`config.mk`:
```
export PLATFORM = sky130hd
export DESIGN_NAME = paddle_motion_ctrl
export DESIGN_NICKNAME = d
export VERILOG_FILES = /design/src/rtl/paddle_motion_ctrl.sv
export SDC_FILE = /design/constraint.sdc
export NUM_CORES = 1
export LEC_CHECK = 0
export ABC_AREA = 1
export CELL_PAD_IN_SITES_DETAIL_PLACEMENT = 1
export CELL_PAD_IN_SITES_GLOBAL_PLACEMENT = 1
export CORE_MARGIN = 2
export CORE_UTILIZATION = 35
export CTS_CLUSTER_DIAMETER = 60
export DETAILED_ROUTE_END_ITERATION = 16
export PLACE_DENSITY_LB_ADDON = 0.08
export RECOVER_POWER = 25
export SLEW_MARGIN = 20
export SYNTH_ARGS = -nofsm -noshare
export SYNTH_HDL_FRONTEND = slang
export SYNTH_SLANG_ARGS = --single-unit
```
`constraint.sdc`:
```
create_clock -name game_clk -period 5.55 [get_ports game_clk]
set_clock_uncertainty 0.2 [all_clocks]
set_input_delay 1.11 -clock game_clk [delete_from_list [all_inputs] [get_ports game_clk]]
set_output_delay 1.11 -clock game_clk [all_outputs]
set_load 0.05 [all_outputs]
```
`src/rtl/paddle_motion_ctrl.sv`:
```
// Per-player paddle position controller with velocity ramp, exact limit saturation and status flags.
// Optional auto-tracking of the ball is enabled by defining PADDLE_AUTO_EN.
module paddle_motion_ctrl #(
    parameter int COORD_W     = 10,
    parameter int HEIGHT_W    = 8,
    parameter int VEL_W       = 4,
    parameter int OFFSET      = 5,
    parameter int RESET_Y     = 200,
    parameter int PLAYER      = 0,
    parameter int X_LEFT      = 20,
    parameter int X_RIGHT     = 600,
    parameter int ACCEL_TICKS = 4
) (
    input  logic                game_clk,
    input  logic                reset,
    input  logic                move_en,
    input  logic                input_up,
    input  logic                input_down,
    input  logic [COORD_W-1:0]  y_ceil,
    input  logic [COORD_W-1:0]  y_floor,
    input  logic [HEIGHT_W-1:0] height_paddle,
    input  logic [VEL_W-1:0]    vel_base,
    input  logic [VEL_W-1:0]    vel_max,
    input  logic                auto_mode,
    input  logic [COORD_W-1:0]  ball_y,
    output logic [COORD_W-1:0]  paddle_y,
    output logic [COORD_W-1:0]  paddle_x,
    output logic [VEL_W-1:0]    vel_cur,
    output logic                at_ceil,
    output logic                at_floor
);

    localparam int W      = COORD_W + 2;
    localparam int HOLD_W = (ACCEL_TICKS > 1) ? $clog2(ACCEL_TICKS) : 1;
    localparam logic [HOLD_W-1:0] HOLD_LAST  = HOLD_W'(ACCEL_TICKS - 1);
    localparam logic [HOLD_W-1:0] HOLD_ENTRY = (ACCEL_TICKS == 1) ? '0 : HOLD_W'(1);
    localparam logic [W-1:0]      Y_MAX      = W'((1 << COORD_W) - 1);

    typedef enum logic [1:0] {ST_IDLE, ST_UP, ST_DOWN} state_t;
    typedef enum logic [1:0] {DIR_NONE, DIR_UP, DIR_DOWN} dir_t;

    function automatic logic [W-1:0] clamp_range(input logic [W-1:0] v,
                                                 input logic [W-1:0] lo,
                                                 input logic [W-1:0] hi);
        if (v < lo)
            return lo;
        else if (v > hi)
            return hi;
        else
            return v;
    endfunction

    function automatic logic [COORD_W-1:0] sat_coord(input logic [W-1:0] v);
        return (v > Y_MAX) ? '1 : v[COORD_W-1:0];
    endfunction

    function automatic logic [VEL_W-1:0] sat_vel(input logic [VEL_W:0] v,
                                                 input logic [VEL_W-1:0] vmax);
        return (v > {1'b0, vmax}) ? vmax : v[VEL_W-1:0];
    endfunction

    state_t              state, state_nxt;
    dir_t                dir, manual_dir, move_dir;
    logic [HOLD_W-1:0]   hold_cnt, hold_nxt;
    logic [VEL_W-1:0]    boost, boost_nxt;
    logic [VEL_W-1:0]    vel_entry, step;
    logic [VEL_W:0]      vel_sum;
    logic                ramp_room, held, toggle;
    logic [W-1:0]        top_lim, bot_raw, bot_lim, margin;
    logic [W-1:0]        y_wide, y_moved, y_clamped;
    logic [COORD_W-1:0]  y_nxt;
    logic                ceil_nxt, floor_nxt;

    assign paddle_x = (PLAYER == 1) ? COORD_W'(X_LEFT) : COORD_W'(X_RIGHT);

    // Limits at COORD_W+2 bits; bottom floors at 0 and collapses onto top in a degenerate field
    assign top_lim = W'(y_ceil) + W'(OFFSET);
    assign margin  = W'(OFFSET) + W'(height_paddle);
    assign bot_raw = (W'(y_floor) > margin) ? W'(y_floor) - margin : '0;
    assign bot_lim = (bot_raw < top_lim) ? top_lim : bot_raw;

    // vel_cur is held as a ramp offset over vel_base so that async reset restores vel_base directly
    assign vel_sum   = {1'b0, vel_base} + {1'b0, boost};
    assign vel_cur   = sat_vel(vel_sum, vel_max);
    assign vel_entry = sat_vel({1'b0, vel_base}, vel_max);
    assign ramp_room = vel_sum < {1'b0, vel_max};

    always_comb begin
        manual_dir = DIR_NONE;
        if (input_up && !input_down)
            manual_dir = DIR_UP;
        else if (input_down && !input_up)
            manual_dir = DIR_DOWN;
    end

`ifdef PADDLE_AUTO_EN
    logic         auto_q;
    logic [W-1:0] center;
    dir_t         auto_dir;

    assign center = W'(paddle_y) + W'(height_paddle >> 1);

    always_comb begin
        auto_dir = DIR_NONE;
        if (W'(ball_y) + W'(2) < center)
            auto_dir = DIR_UP;
        else if (W'(ball_y) > center + W'(2))
            auto_dir = DIR_DOWN;
    end

    assign dir    = auto_mode ? auto_dir : manual_dir;
    assign toggle = auto_mode ^ auto_q;

    always_ff @(posedge game_clk or posedge reset) begin
        if (reset)
            auto_q <= 1'b0;
        else if (move_en)
            auto_q <= auto_mode;
    end
`else
    logic unused_auto;
    assign unused_auto = ^{auto_mode, ball_y};
    assign dir         = manual_dir;
    assign toggle      = 1'b0;
`endif

    always_comb begin
        state_nxt = state;
        hold_nxt  = hold_cnt;
        boost_nxt = boost;
        move_dir  = DIR_NONE;
        step      = vel_cur;
        held      = 1'b0;
        case (state)
            ST_UP:   held = (dir == DIR_UP);
            ST_DOWN: held = (dir == DIR_DOWN);
            default: held = 1'b0;
        endcase
        if (toggle || dir == DIR_NONE) begin
            state_nxt = ST_IDLE;
            hold_nxt  = '0;
            boost_nxt = '0;
        end else begin
            move_dir  = dir;
            state_nxt = (dir == DIR_UP) ? ST_UP : ST_DOWN;
            if (held) begin
                if (hold_cnt == HOLD_LAST) begin
                    hold_nxt = '0;
                    if (ramp_room)
                        boost_nxt = boost + VEL_W'(1);
                end else begin
                    hold_nxt = hold_cnt + HOLD_W'(1);
                end
            end else begin
                // Fresh press or reversal: the entry tick itself counts as the first held tick
                step      = vel_entry;
                hold_nxt  = HOLD_ENTRY;
                boost_nxt = '0;
                if (ACCEL_TICKS == 1 && vel_entry < vel_max)
                    boost_nxt = VEL_W'(1);
            end
        end
    end

    always_comb begin
        y_wide  = W'(paddle_y);
        y_moved = y_wide;
        case (move_dir)
            DIR_UP:   y_moved = (y_wide > W'(step)) ? y_wide - W'(step) : '0;
            DIR_DOWN: y_moved = y_wide + W'(step);
            default:  y_moved = y_wide;
        endcase
        // Clamping unconditionally also pulls an out-of-range paddle back into the field
        y_clamped = clamp_range(y_moved, top_lim, bot_lim);
        y_nxt     = sat_coord(y_clamped);
        ceil_nxt  = (W'(y_nxt) == top_lim);
        floor_nxt = (W'(y_nxt) == bot_lim);
    end

    always_ff @(posedge game_clk or posedge reset) begin
        if (reset) begin
            state    <= ST_IDLE;
            hold_cnt <= '0;
            boost    <= '0;
            paddle_y <= COORD_W'(RESET_Y);
            at_ceil  <= 1'b0;
            at_floor <= 1'b0;
        end else if (move_en) begin
            state    <= state_nxt;
            hold_cnt <= hold_nxt;
            boost    <= boost_nxt;
            paddle_y <= y_nxt;
            at_ceil  <= ceil_nxt;
            at_floor <= floor_nxt;
        end
    end

endmodule
```
# Word level (Yosys, flattened, before mapping)
# Cells that the tools add are included.
[classes]
n_addsub = 8
magnitude_cmp = 9
n_eq_ne = 11
mux = 24
n_reduce_logical = 6
[ops]
columns = ["op", "count"]
rows = [
  ["12-bit two-way mux", 5],
  ["4-bit two-way mux", 8],
  ["12-bit by 11-bit less-than comparator with 1-bit output", 2],
  ["12-bit one-hot mux with 2 select lines", 1],
  ["2-bit two-way mux", 8],
  ["10-bit by 12-bit == test with 1-bit output", 1],
  ["12-bit by 10-bit > comparator with 1-bit output (second input constant)", 1],
  ["12-bit > comparator", 1],
  ["10-bit by 3-bit adder with 11-bit output (second input constant)", 1],
  ["10-bit by 4-bit adder with 11-bit output", 1],
  ["10-bit by 11-bit == test with 1-bit output", 1],
  ["10-bit by 4-bit subtractor with 11-bit output", 1],
  ["10-bit by 9-bit subtractor with 11-bit output", 1],
  ["10-bit by 4-bit > comparator with 1-bit output", 1],
  ["10-bit by 9-bit > comparator with 1-bit output", 1],
  ["10-bit two-way mux", 1],
  ["3-bit by 8-bit adder with 9-bit output (first input constant)", 1],
  ["2-bit == test (second input constant)", 4],
  ["2-bit by 1-bit == test with 1-bit output (second input constant)", 3],
  ["4-bit by 4-bit adder with 5-bit output", 1],
  ["5-bit by 4-bit > comparator with 1-bit output", 1],
  ["5-bit by 4-bit less-than comparator with 1-bit output", 1],
  ["4-bit by 1-bit adder with 4-bit output (second input constant)", 1],
  ["4-bit > comparator", 1],
  ["8 further kinds", 10],
]
[totals]
register_bits = 20
input_bits = 52
output_inout_bits = 26
elab_cells = 64

# Longest topological paths before layout
# Gate-level depths: netlist of the first run.
[depth]
ltp_word = 17
ltp_mapped = 51
ltp_nobuf = 50

# Least setup slack after synthesis of the first run
# Ideal clock, no wire load.
[synth_path]
kind = "input to register"
from = "input vel_base[0]"
to = "register at_floor"
setup_ps = 118
arrival_ps = 7610
required_time_ps = 5232
slack_ps = -2377
path_stages = 42
path_buffers = 1
cell_sequence = "ha_1 -> inv_1 -> fa_1 -> xnor2_1 -> ha_1 -> nand2_1 -> o311ai_0 -> nand2_1 -> o21ai_0 -> o21ai_0 -> inv_1 -> ha_1 -> inv_1 -> nand3b_1 -> nand2_1 -> nand2_1 -> nand2_2 -> nand2_2 -> [... 6 more ...] -> nand3_1 -> nor3_1 -> nand2_1 -> o2111ai_1 -> nand2_1 -> inv_1 -> clkbuf_1 -> nand2_1 -> o21ai_0 -> nand2_1 -> o21ai_1 -> nand2_1 -> inv_1 -> nand2_1 -> o21ai_0 -> nor2_1 -> nand2_1 -> nand2_1"
[synth_via]
elab_chain_cells = 14
elab_cells_between_ends = 19
classes_between = "add/sub: 3; order compare: 6; eq/ne: 1; mux: 9"
[synth_lines]
columns = ["element", "line", "rtl"]
rows = [
  ["from (decl)", "22", "input logic [VEL_W-1:0] vel_base,"],
  ["4-bit by 4-bit adder with 5-bit output *", "83", "assign vel_sum = {1'b0, vel_base} + {1'b0, boost};"],
  ["5-bit by 4-bit > comparator with 1-bit output", "59", "return (v > {1'b0, vmax}) ? vmax : v[VEL_W-1:0];"],
  ["4-bit two-way mux *", "59", ""],
  ["named net vel_cur[1]", "28", "output logic [VEL_W-1:0] vel_cur,"],
  ["4-bit two-way mux", "146", "if (held) begin"],
  ["4-bit two-way mux *", "139", "if (toggle || dir == DIR_NONE) begin"],
  ["10-bit by 4-bit subtractor with 11-bit output or 10-bit by 4-bit > comparator with 1-bit output (tied branches)", "169", "DIR_UP: y_moved = (y_wide > W'(step)) ? y_wide - W'(step) : '0;"],
  ["12-bit two-way mux", "169", ""],
  ["12-bit one-hot mux with 2 select lines *", "168", "case (move_dir)"],
  ["12-bit > comparator", "47", "else if (v > hi)"],
  ["12-bit two-way mux", "47", ""],
  ["12-bit two-way mux *", "45", "if (v < lo)"],
  ["12-bit by 10-bit > comparator with 1-bit output", "54", "return (v > Y_MAX) ? '1 : v[COORD_W-1:0];"],
  ["10-bit two-way mux *", "54", ""],
  ["10-bit by 12-bit == test with 1-bit output *", "177", "floor_nxt = (W'(y_nxt) == bot_lim);"],
  ["to (signal assigned)", "194", "at_floor <= floor_nxt;"],
  ["to (decl)", "30", "output logic at_floor"],
]
# Mark *: on every way through the listed nets, which the timed path passes. The rest lies on a longest branch.
# A chain may end at the register's enable or synchronous reset.

# Final worst setup path of the first run
[layout_path]
from = "input vel_base[0]"
to = "register at_ceil"
[layout_via]
elab_chain_cells = 14
elab_cells_between_ends = 19
classes_between = "add/sub: 3; order compare: 6; eq/ne: 1; mux: 9"
[layout_lines]
columns = ["element", "line", "rtl"]
rows = [
  ["4-bit by 4-bit adder with 5-bit output", "83", ""],
  ["5-bit by 4-bit > comparator with 1-bit output", "59", ""],
  ["4-bit two-way mux", "59", ""],
  ["4-bit two-way mux", "146", ""],
  ["4-bit two-way mux *", "139", ""],
  ["10-bit by 4-bit subtractor with 11-bit output or 10-bit by 4-bit > comparator with 1-bit output (tied branches)", "169", ""],
  ["12-bit two-way mux", "169", ""],
  ["12-bit one-hot mux with 2 select lines *", "168", ""],
  ["12-bit > comparator", "47", ""],
  ["12-bit two-way mux", "47", ""],
  ["12-bit two-way mux *", "45", ""],
  ["12-bit by 10-bit > comparator with 1-bit output", "54", ""],
  ["10-bit two-way mux *", "54", ""],
  ["10-bit by 11-bit == test with 1-bit output *", "176", "ceil_nxt = (W'(y_nxt) == top_lim);"],
  ["to (signal assigned)", "193", "at_ceil <= ceil_nxt;"],
  ["to (decl)", "29", "output logic at_ceil,"],
]
# Every way passes the cells marked *; elsewhere a longest branch is shown, timed or not.

==> results of run 1 <==
==> kinds of logic (layout without fill, tap and decap cells) <==
group | after synthesis | count (layout)
xor+xnor | 27 | 27
fa+ha+maj | 74 | 74
other cells | 2 | 10
simple gates | 416 | 416
buf+inv | 146 | 435
flops | 20 | 20
compound gates | 120 | 120
==> synth_stat cells (2+ instances only) <==
| master | n |
|---|---|
| a21oi_1 | 45 |
| a31oi_1 | 3 |
| buf_2 | 3 |
| buf_4 | 12 |
| buf_6 | 2 |
| clkbuf_1 | 8 |
| clkinv_2 | 2 |
| conb_1 | 2 |
| dfrtp_1 | 17 |
| dfstp_2 | 3 |
| fa_1 | 4 |
| ha_1 | 70 |
| inv_1 | 109 |
| inv_2 | 8 |
| nand2_1 | 222 |
| nand2_2 | 10 |
| nand2_4 | 2 |
| nand3_1 | 74 |
| nand3b_1 | 11 |
| nand4_1 | 15 |
| nor2_1 | 69 |
| nor3_1 | 6 |
| o2111ai_1 | 2 |
| o211ai_1 | 4 |
| o21ai_0 | 50 |
| o21ai_1 | 2 |
| o21bai_1 | 2 |
| o311ai_0 | 2 |
| o31ai_1 | 3 |
| or2_2 | 2 |
| xnor2_1 | 4 |
| xor2_1 | 23 |
==> flip-flops by register name, indices dropped and copies added (netlist names) <==
name	cells
at_floor	1
at_ceil	1
boost	4
paddle_y	10
state	2
hold_cnt	2
==> placed cells by master (no fill, tap or decap), types with 6 or more instances in the layout <==
cell,count
a21oi_2,17
buf_12,7
ha_1,50
nand2_2,42
inv_1,90
o21ai_1,9
nand2_4,19
nor2_2,15
nand3b_1,11
clkdlybuf4s50_1,46
buf_4,225
o21ai_4,6
nand4_1,15
o21ai_2,17
xor2_1,20
dfrtp_1,17
buf_6,23
ha_4,17
inv_2,23
conb_1,10
nand3_1,58
a21oi_1,26
nand2_1,172
o21ai_0,21
nand3_2,12
nor2_1,52
==> per-stage QoR <==
stage	TNS (ns)	util
2_1_floorplan	-14.50	-
3_3_place_gp	-26.11	0.538
3_5_place_dp	-30.87	0.538
4_1_cts	-16.05	0.606
5_1_grt	-26.32	0.654
6_report	-23.29	0.654
==> final timing paths <==
path / to / slack, ns
setup / recovery: at_ceil$_DFFE_PP0P_ / -2.20
hold reg to reg: at_floor$_DFFE_PP0P_ / 0.32
setup reg to reg: at_ceil$_DFFE_PP0P_ / -1.73
min in group asynchronous: at_floor$_DFFE_PP0P_ / 1.27
hold / removal: at_floor$_DFFE_PP0P_ / 0.32
max in group asynchronous: paddle_y[1]$_DFFE_PP0P_ / 3.32
==> power by group through the flow <==
stage          logic, µW  clock network, µW  registers [µW]
3_3_place_gp        2270                  0             275
6_report            3600                213             320
2_1_floorplan       1170                  0             366
3_5_place_dp        2350                  0             279
5_1_grt             3720                218             317
4_1_cts             2750                206             293
==> what timing repair did <==
action / in CTS / in global routing
pin swaps: 59 / 73
cloned: 1 / 0
gates resized for setup: 159 / 114
endpoints found under the setup margin: 12 / 12
setup buffers: 33 / 20
hold endpoints to repair: 0 / 0
==> area by class of cell <==
cell class,instances,area [µm²]
Multi-Input combinational cell,647,4730
Timing Repair Buffer,309,2640
Clock buffer,3,75.1
Inverter,121,484
Clock inverter,1,30.0
Timing Repair inverter,1,8.76
Fill cell,1686,4610
Tap cell,176,220
Sequential cell,20,504
==> worst max-delay path, delay by kind of cell <==
kind | cells | cell delay, ns
buffers and inverters | 12 | 1.31
AO/OA/AOI/OAI | 11 | 1.81
XOR/XNOR | 2 | 0.35
adder cells (fa/ha/maj) | 4 | 0.98
AND/OR/NAND/NOR | 19 | 2.16
==> routing by layer <==
metal / share of wire / wire [µm] / global-route usage
met4: 0.11 / 3930 / 0.211
met3: 0.075 / 2590 / 0.0338
met5: 0.00055 / 19 / 0
met2: 0.48 / 16500 / 0.672
met1: 0.33 / 11600 / 0.364
==> results.yml, run 1 <==
outcome:
  status: "finished with violations"
  violations: "setup timing"
pwr:
  clock_power_share: 0.052
  power.share.sequential: 0.078
  irDropWorstVdd_mv: 0.190
  p_leak_uw: 0.00438
  p_int_uw: 1790
  combPwrFrac: 0.871
  power_uw: 4130
  sw_frac_of_total: 0.568
  p_switching_uw: 2340
  p_per_area_mw_per_mm2: 475
die:
  pin_count: 78
  initial_core_util: 0.361
  row_count: 42
  placeableCoreArea_mm2: 0.0133
  dieWidth_um: 121
  die_h_um: 121
  die_area_mm2: 0.0147
routing:
  first_pass_iters: 5
  wl_per_cell_um: 27.1
  final_antenna_net_count: 0
  via_per_inst: 6.10
  wirelength_um: 34600
  drtIter0Drc: 702
  drc: 0
  vias: 7801
worst_setup_path:
  crit_type: "in2reg"
  path_common_cell: "nand2_1"
  slowest_stage: "ha_1"
  crit_path_start: "vel_base[0]"
  start_kind: "input pin"
  slowest_delay_ns: 0.32
  reg2reg_from: "boost[1]$_DFFE_PP0P_"
  crit_path_end_kind: "register"
  crit_required_ns: 5.55
  r2r_cells: 46
  cp.arrival_ns: 7.75
  critPathMaxFanout: 6
clock_network:
  cts_sinks: 20
  cts_max_level: 1
  worstSkewPairLatency_ns: 0.27
  cts_root_buf: "clkbuf_16"
  cts_tree: "built"
  cts_buffers: 3
  hold_buffers: 0
  ctsLongestPathBuffers: 2
  clk_pin_slew_worst_paths_ns: 0.07
yosys:
  synthAdderAreaFrac: 0.199
  yosys_register_bits: 20
  synthMuxAreaShare: 0
  yosys.area.top_type_share: 0.182
  synth-xor-area-share: 0.0493
  synth_compound_area_frac: 0.138
  synth_edf_count: 0
  async_flop_share: 1.00
  syn-mean-instance-area_um2: 5.96
  synth_top_family_by_area: "simple AND/OR/NAND/NOR gates"
  syn_inst: 805
  synth_flop_cell: "dfrtp_1"
  ys_top_cells_by_area: "ha_1, nand2_1, dfrtp_1"
  ys_seq_area_frac: 0.105
  yosysWarnings: 0
  syn_area_mm2: 0.00480
  yosys.area.top_type: "ha_1"
  synthSimpleGateAreaFrac: 0.378
  synth_cell_types: 46
global_route:
  grt_max_degree: 30
  grt_use_total: 0.351
  grt.overflow.total: 0
  grt_pass1_vias: 7720
  grt_first_pass_wirelength_um: 40100
  antenna_found_initial: 1
sta:
  max_slew_margin: 0.166
  period_needed_ns: 7.75
  drv_slew: 0
  fin_crit_sh: 1.40
  hold_viol: 0
  worstMarginPinSlew_ns: 1.25
  setup_viol_count_final: 12
  layout_setup_ws_ns: -2.20
  rsz0062_at_grt: "true"
  holdWs_ns: 0.320
  clock.fmax_mhz: 129
cells_and_area:
  finalInstanceArea_mm2: 0.00869
  final_nets: 1229
  drive_gt1_frac: 0.436
  syn2layout_area_growth_pct: 81.0
  stdcell_count: 1278
  diodes: 0
placed_design:
  io_buffer_count: 56
  dp_cells: 1222
  gp_congestion: 0.968
  place_area_mm2: 0.00715
  dp_hpwl_um: 17900
  place_ws_ns: -2.72
flow_run:
  cap_violations: 0
worst_hold_path:
  hold_start: "at_floor$_DFFE_PP0P_"
  hp-class: "reg2reg"
  holdPathStages: 2
Power figures use the tool's default switching activity.
==> run 2, diff against run 1 <==
--- a/config.mk
+++ b/config.mk
@@ -9,12 +9,11 @@
 export CELL_PAD_IN_SITES_DETAIL_PLACEMENT = 1
 export CELL_PAD_IN_SITES_GLOBAL_PLACEMENT = 1
 export CORE_MARGIN = 2
-export CORE_UTILIZATION = 35
+export CORE_UTILIZATION = 38
 export CTS_CLUSTER_DIAMETER = 60
 export DETAILED_ROUTE_END_ITERATION = 16
 export PLACE_DENSITY_LB_ADDON = 0.08
 export RECOVER_POWER = 25
-export SLEW_MARGIN = 20
 export SYNTH_ARGS = -nofsm -noshare
 export SYNTH_HDL_FRONTEND = slang
 export SYNTH_SLANG_ARGS = --single-unit
==> constraint.sdc (replaced) <==
create_clock -name game_clk -period 8.3 [get_ports game_clk]
set_clock_uncertainty 0.2 [all_clocks]
set_input_delay 1.66 -clock game_clk [delete_from_list [all_inputs] [get_ports game_clk]]
set_output_delay 1.66 -clock game_clk [all_outputs]
set_load 0.05 [all_outputs]
==> results.yml, run 2 (same netlist as run 1, synthesis figures left out) <==
global_route:
  grt_use_total: 0.284
  grt_first_pass_wirelength_um: 30200
  grt_max_degree: 30
  grt.overflow.total: 0
  antenna_found_initial: 0
  grt_pass1_vias: 6211
outcome:
  status: "finished with violations"
  violations: "setup timing"
cells_and_area:
  largest_reg_flops: 10
  final_nets: 1113
  diodes: 0
  top_register: "paddle_y"
  finish.utilization: 0.565
  layout_commonest_cell: "nand2_1"
  layout_common_cells: "nand2_1, buf_4, inv_1"
  syn2layout_area_growth_pct: 46.7
  finalInstanceArea_mm2: 0.00704
  drive_gt1_frac: 0.264
  reg_top3: "paddle_y (10), boost (4)"
clock_network:
  worstSkewPairLatency_ns: 0.27
  hold_buffers: 0
  cts_sinks: 20
  cts_root_buf: "clkbuf_16"
  cts_tree: "built"
  cts_max_level: 1
  ctsLongestPathBuffers: 2
  clk_pin_slew_worst_paths_ns: 0.06
  cts_buffers: 3
pwr:
  p_leak_uw: 0.00365
  irDropWorstVdd_mv: 0.0935
  p_per_area_mw_per_mm2: 286
worst_setup_path:
  slowest_delay_ns: 0.42
  path_common_cell: "nand2_1"
  crit_required_ns: 8.31
  critPathMaxFanout: 6
  crit_type: "in2reg"
  start_kind: "input pin"
  rrSetupSlack_ns: 0.88
  r2r_cells: 49
  crit_path_end_kind: "register"
  cp.arrival_ns: 8.47
  slowest_stage: "fa_2"
  reg2reg_from: "boost[0]$_DFFE_PP0P_"
  r2r-end: "at_ceil$_DFFE_PP0P_"
sta:
  drv_slew: 0
  setup_viol_count_final: 3
  fin_crit_sh: 1.02
  clock.fmax_mhz: 118
  layout_setup_ws_ns: -0.162
  period_needed_ns: 8.46
  hold_viol: 0
  worstMarginPinSlew_ns: 1.13
  max_slew_margin: 0.226
placed_design:
  place_area_mm2: 0.00636
  place_ws_ns: -0.747
  io_buffer_count: 56
  gp_congestion: 0.894
  dp_hpwl_um: 15500
die:
  dieWidth_um: 116
  pin_count: 78
  initial_core_util: 0.385
  placeableCoreArea_mm2: 0.0125
  die_h_um: 116
  die_area_mm2: 0.0135
  row_count: 41
routing:
  drc: 0
  vias: 6096
  drtIter0Drc: 267
  final_antenna_net_count: 0
  via_per_inst: 5.26
  first_pass_iters: 4
  wl_per_cell_um: 17.9
  wirelength_um: 20800
worst_hold_path:
  hold_start: "at_ceil$_DFFE_PP0P_"
  hp-class: "reg2reg"
  holdPathEnd: "at_ceil$_DFFE_PP0P_"
  holdPathStages: 2
flow_run:
  cap_violations: 0
run 2: worst max-delay path: cells and delay by family:
kind            cells  cell delay, ns
buf+inv            12            1.33
xor+xnor            1            0.35
compound gates     12            1.51
simple gates       20            2.12
fa+ha+maj           5            1.48
run 2: power by group:
group	leakage (µW)	switching (µW)	total, µW	internal (µW)
registers	0.000250	60.4	189	128
logic	0.00335	964	1690	722
clock network	0.0000511	43.7	140	96.0
total	0.00365	1070	2010	946
run 2: worst max path at each step:
stage           startpoint                   end  slack [ns]  cells past startpoint
6_report       vel_base[0]   at_ceil$_DFFE_PP0P_       -0.16                     50
4_1_cts        vel_base[0]   at_ceil$_DFFE_PP0P_       0.005                     51
2_1_floorplan  vel_base[0]  at_floor$_DFFE_PP0P_        0.12                     45
5_1_grt        vel_base[0]  at_floor$_DFFE_PP0P_       -0.45                     49
3_3_place_gp   vel_base[0]  at_floor$_DFFE_PP0P_       -0.49                     45
3_5_place_dp   vel_base[0]  at_floor$_DFFE_PP0P_       -0.75                     44
run 2: routing by layer:
layer,GRT usage,part of all wire,vias up
met4,0.115,0.047,0
met1,0.333,0.41,2927
met3,0.0254,0.033,57
met2,0.529,0.51,134
met5,0,0,-
li1,-,-,2978
run 2: final cells by class:
class	instances	area, µm²
multi-input cells	647	4090
inverters	121	480
clock inverters	1	30.0
well taps	172	215
clock buffers	3	75.1
flip-flops and latches	20	504
repair inverters	2	12.5
fillers	1677	5430
repair buffers	192	1640
run 2: metrics by stage:
stage	hold slack, ns	total power (µW)	TNS, ns	std cells
after floorplan	0.237	999	0	813
after global placement	0.264	1600	-3.81	1133
after detailed placement	0.274	1650	-6.77	1133
after CTS	0.289	1840	0	1146
after global routing	0.302	2170	-2.95	1158
final	0.283	2010	-0.353	1158
run 2: what timing repair did:
action,CTS,global route
gates resized for setup,31,95
setup endpoints to repair,12,12
pin swaps,5,37
buffers inserted,7,12
cloned,2,0
==> run 3, diff against run 2 <==
--- a/config.mk
+++ b/config.mk
@@ -6,6 +6,8 @@
 export NUM_CORES = 1
 export LEC_CHECK = 0
 export ABC_AREA = 1
+export ABC_CLOCK_PERIOD_IN_PS = 8300
+export CAP_MARGIN = 20
 export CELL_PAD_IN_SITES_DETAIL_PLACEMENT = 1
 export CELL_PAD_IN_SITES_GLOBAL_PLACEMENT = 1
 export CORE_MARGIN = 2
==> results of run 3 <==
The final DEF is identical to that of run 2; final timing and power are the same.
